--- config.mk ---
export PLATFORM = sky130hd
export DESIGN_NAME = ram_shadow_scanner
export DESIGN_NICKNAME = d
export VERILOG_FILES = /design/src/rtl/ram_shadow_scanner.sv
export SDC_FILE = /design/constraint.sdc
export NUM_CORES = 2
export LEC_CHECK = 0
export CORE_ASPECT_RATIO = 0.7
export CORE_MARGIN = 1
export CORE_UTILIZATION = 62
export CTS_BUF_LIST = sky130_fd_sc_hd__clkbuf_8 sky130_fd_sc_hd__clkbuf_16
export DETAILED_ROUTE_END_ITERATION = 10
export GPL_ROUTABILITY_DRIVEN = 0
export PLACE_DENSITY = 0.78
export RECOVER_POWER = 50
export SETUP_SLACK_MARGIN = 0.15
export SLEW_MARGIN = 10
export SYNTH_ARGS = -nofsm -noshare
export SYNTH_HDL_FRONTEND = slang
export SYNTH_SLANG_ARGS = --single-unit
export TNS_END_PERCENT = 20
--- constraint.sdc ---
create_clock -name clk -period 4.15 [get_ports clk]
set_clock_uncertainty 0.15 [all_clocks]
set_input_delay 1.245 -clock clk [delete_from_list [all_inputs] [get_ports clk]]
set_output_delay 1.245 -clock clk [all_outputs]
set_load 0.02 [all_outputs]
--- src/rtl/ram_shadow_scanner.sv ---
// Double-buffered shadow of the data RAM for the VGA path: each accepted vblank
// copies DEPTH bytes into the back bank, then swaps it to the front.
module ram_shadow_scanner #(
  parameter int DEPTH = 65,
  parameter int AW    = 7,
  parameter int DW    = 8
) (
  input  logic          clk,
  input  logic          reset,
  input  logic          enable,
  input  logic          vblank_start,
  output logic          mem_req,
  output logic [AW-1:0] mem_addr,
  input  logic          mem_gnt,
  input  logic [DW-1:0] mem_rdata,
  input  logic [AW-1:0] vga_addr,
  output logic [DW-1:0] vga_data,
  output logic          busy,
  output logic          frame_done,
  output logic [7:0]    overrun_cnt
);

  typedef enum logic [1:0] {
    IDLE  = 2'd0,
    FETCH = 2'd1,
    DRAIN = 2'd2,
    SWAP  = 2'd3
  } state_t;

  localparam logic [AW:0]   DEPTH_EXT = (AW+1)'(DEPTH);
  localparam logic [AW-1:0] LAST_ADDR = AW'(DEPTH-1);

  state_t        r_state;
  logic          r_front;
  logic [AW-1:0] r_addr;
  logic          r_mem_req;
  logic          r_busy;
  logic          r_frame_done;
  logic [7:0]    r_overrun;
  logic          r_rvalid;
  logic [AW-1:0] r_wptr;
  logic [DW-1:0] r_vga_data;

  // Both banks live in one array; the MSB of the index selects the bank.
  logic [DW-1:0] r_bank [0:(2**(AW+1))-1];

  logic w_vga_in_range;
  assign w_vga_in_range = {1'b0, vga_addr} < DEPTH_EXT;

  always_ff @(posedge clk) begin
    if (!reset) begin
      r_state      <= IDLE;
      r_front      <= 1'b0;
      r_addr       <= '0;
      r_mem_req    <= 1'b0;
      r_busy       <= 1'b0;
      r_frame_done <= 1'b0;
      r_overrun    <= 8'd0;
      r_rvalid     <= 1'b0;
      r_wptr       <= '0;
    end else begin
      r_rvalid     <= r_mem_req && mem_gnt;
      r_wptr       <= r_addr;
      r_frame_done <= 1'b0;
      if (vblank_start && (r_state != IDLE) && (r_overrun != 8'hFF))
        r_overrun <= r_overrun + 8'd1;
      case (r_state)
        IDLE: begin
          if (vblank_start && enable) begin
            r_state   <= FETCH;
            r_addr    <= '0;
            r_mem_req <= 1'b1;
            r_busy    <= 1'b1;
          end
        end
        FETCH: begin
          // Address stays on the last byte so mem_addr never leaves 0..DEPTH-1.
          if (mem_gnt) begin
            if (r_addr == LAST_ADDR) begin
              r_state   <= DRAIN;
              r_mem_req <= 1'b0;
            end else begin
              r_addr <= r_addr + 1'b1;
            end
          end
        end
        DRAIN: begin
          r_state      <= SWAP;
          r_frame_done <= 1'b1;
        end
        SWAP: begin
          r_state <= IDLE;
          r_front <= ~r_front;
          r_busy  <= 1'b0;
        end
        default: r_state <= IDLE;
      endcase
    end
  end

  always_ff @(posedge clk) begin
    if (r_rvalid)
      r_bank[{~r_front, r_wptr}] <= mem_rdata;
  end

  // Bank select is sampled before the swap edge, so a SWAP-cycle read sees the old bank.
  always_ff @(posedge clk) begin
    if (!reset)
      r_vga_data <= '0;
    else
      r_vga_data <= w_vga_in_range ? r_bank[{r_front, vga_addr}] : '0;
  end

  assign mem_req     = r_mem_req;
  assign mem_addr    = r_addr;
  assign busy        = r_busy;
  assign frame_done  = r_frame_done;
  assign overrun_cnt = r_overrun;
  assign vga_data    = r_vga_data;

endmodule
==> metrics.txt <==
mean cell area of the mapped netlist=20.7 µm²; worst-case setup slack after placement=-0.112 ns; slowest cell delay on critical path=1.70 ns; CTS sink count=1909; fraction of synthesized cell area in xor and xnor cells=0.129%; Resize count post-CTS=0; ranking of synthesized cells by area=edfxtp_1, mux4_2, mux2i_1, nor2_1, dfxtp_1; M1 WL=74200 µm; relative max-transition margin=-86.1%; count of endpoints failing hold in the final timing report=0; detailed-routed wire length on met3=31000 µm; FF/Latch Area=57000 µm²; total DRC errors in the routed layout=0; Final period util=93.5%; Pre-Repair DR Iteration Count=7; Buf+Inv Stages, Crit Path=2; cell row count=106; CP required=4.47 ns; hold_ws=0.350 ns; number of primary I/O pins=46; worst vdd rail ir drop=464 µV; CTS root buf=clkbuf_16; average vias per placed instance=7.20; number of register bits inferred by synthesis=1909; WS Path Type=input pin to register; synthesized cell area=74700 µm²; count of distinct cell types in the synthesized netlist=73; largest area contributor in the synthesized netlist=edfxtp_1; Crit path max-delay family=buffers and inverters; CTS Hold Buffers Added=0; share of cells above drive strength 1=24.4%; fraction of synthesized area in multiplexers=15.7%; global route total overflow=0; Die Height=292 µm; sequence of cells on the critical path=clkbuf_2 > clkbuf_4; Die Area=122000 µm²; result of the run=finished, violations left; highest-delay cell along the critical path=clkbuf_2; net count of the mapped netlist=3627; largest fanout on the critical path=104; initial standard-cell utilization of the core=62.5%; Main synth FF type=edfxtp_1; fraction of post-synthesis cell area in the top cell type by area=75.3%; count of vias placed by the detailed router=40200; final standard cell count with taps included and fillers excluded=5579; Hold Crit Class=register to register; Port Buffer Count=45; crit end category=register; unrepaired setup endpoints after global routing=no; total routing usage reported by global routing=33.7%; adder-cell share of the synthesized area=0.134%; synthesized-area fraction occupied by ao, oa, aoi and oai cells=2.64%; Achievable Freq=0.258 GHz; count of pins over their slew limit=679; fill count=6844; wire length of the first global-routing pass=287000 µm; final worst path period need=3.88 ns; final setup vio count=0; violations in the final reports=max-capacitance violations, max-slew violations; max-cap check violation count=8; Core ar.=119000 µm²; final WL=202000 µm; top routing layer used=met5; number of global-route vias before repair=39300; Nets=3907; later-pin clock latency in the skew report=0.82 ns; Mapped Cells=3599; CTS H-tree depth=4; fraction of registers with async set/reset=0%; initial antenna violation count=6; area delta synth->final=12.3%; share of synthesized cell area in and, or, nand and nor gates=3.35%; DP Cell Count=5279; DR WL/cell=36.2 µm; Tot Pwr=39200 µW; Critical Path AT=4.20 ns; sequential fraction of the synthesis area=76.3%; startpoint type of the worst setup path=input pin; number of flops mapped to enable cells by yosys=1872; HPWL reported at the end of detailed placement=125000 µm; post-route worst setup slack=0.268 ns; clock transition at the registers of the reported paths=0.06 ns; Detailed Route Iter0 Violations=7154; leakage component of the power=0.0268 µW; setup repair bufs after CTS=0; power density relative to cell area=467 nW/µm²; area occupied by multi-input gates=16400 µm²; CTS max path bufs=3; Die X=417 µm; length of routed met2 wiring=88700 µm; TritonCTS clock tree=yes; maximum number of pins on one net before global-route repair=105; total clock buffers created by CTS=164; antenna-violating nets left=0; total of warnings raised by yosys=0; Slew @ Worst Pin=2.79 ns; largest family of logic cells by synthesized area=multiplexers
-- Yosys cell counts (25+ instances only) --
library cell     n
edfxtp_1      1872
mux4_2         449
nor2_1         294
mux2i_1        135
nand2_1        101
clkbuf_1        85
a22oi_1         51
buf_2           51
nand3_1         48
a21oi_1         37
buf_4           37
dfxtp_1         37
o21ai_0         37
a221oi_1        25
-- layer usage --
metal	global-route usage (%)	vias up
li1	-	15500
met1	48.8	20700
met5	0	-
met2	48.1	3495
met4	13.0	6
met3	11.3	535
-- area by class of cell --
| cell class | instances | share of cell area [%] |
|---|---|---|
| well taps | 1566 | 2.34 |
| clock inverters | 123 | 1.23 |
| clock buffers | 174 | 5.14 |
| diodes | 3 | 0.00895 |
| flip-flops and latches | 1909 | 67.9 |
| multi-input cells | 1461 | 19.5 |
| repair buffers | 329 | 3.76 |
| inverters | 14 | 0.0686 |
-- sequential cells by signal (all words and copies together), names as in the netlist, 2 cells and up --
| signal | flops |
|---|---|
| r_bank | 1872 |
| r_state | 2 |
| mem_addr | 7 |
| overrun_cnt | 8 |
| r_wptr | 7 |
| vga_data | 8 |
-- power by group --
group          internal [µW]  switching, µW
Clock                   8510           6970
Combinational            913           1560
Sequential             21200           50.1
-- per-stage QoR --
stage | util (%) | setup TNS, ns | instance area [µm²]
2_1_floorplan | - | 0 | 74700
3_3_place_gp | 66.0 | -1.80 | 78700
3_5_place_dp | 66.0 | -0.371 | 78800
4_1_cts | 70.5 | 0 | 84100
5_1_grt | 70.2 | 0 | 83800
6_report | 70.2 | 0 | 83900
-- placed cells by master, fill, tap and decap left out, types with 8 or more instances in the layout --
cell type,instances
edfxtp_1,1872
mux4_2,449
nor2_1,292
buf_4,198
clkbuf_16,170
mux2i_1,135
nand2_1,101
buf_12,56
inv_1,55
a22oi_1,51
nand3_1,48
o21ai_0,37
a21oi_1,37
dfxtp_1,37
clkdlybuf4s50_1,31
clkinv_2,26
a221oi_1,25
o22ai_1,23
nor2b_1,21
clkinv_1,21
clkbuf_1,20
nand4_1,17
nor3_1,17
clkbuf_2,17
bufinv_16,16
and2_1,13
and2_0,13
o221ai_1,12
a31oi_1,12
and3_1,10
o21ai_1,10
nand2b_1,9
a22o_1,8
mux2_2,8
ha_1,8
-- path summary, 6_finish.rpt --
check,startpoint,end,slack [ns],depth (start not counted)
max,mem_rdata[4],r_bank[74][4],0.27,2
min,mem_req,mem_req,0.35,2
max reg2reg,r_wptr[3],r_bank[99][3],0.68,4
min reg2reg,mem_req,mem_req,0.35,2
-- kinds of logic after synthesis --
group / count (synthesis)
flip-flops: 1909
AND/OR/NAND/NOR: 567
AO/OA/AOI/OAI: 278
adder cells (fa/ha/maj): 8
buffers and inverters: 229
XOR/XNOR: 11
multiplexers: 597
Power figures use the tool's default switching activity.
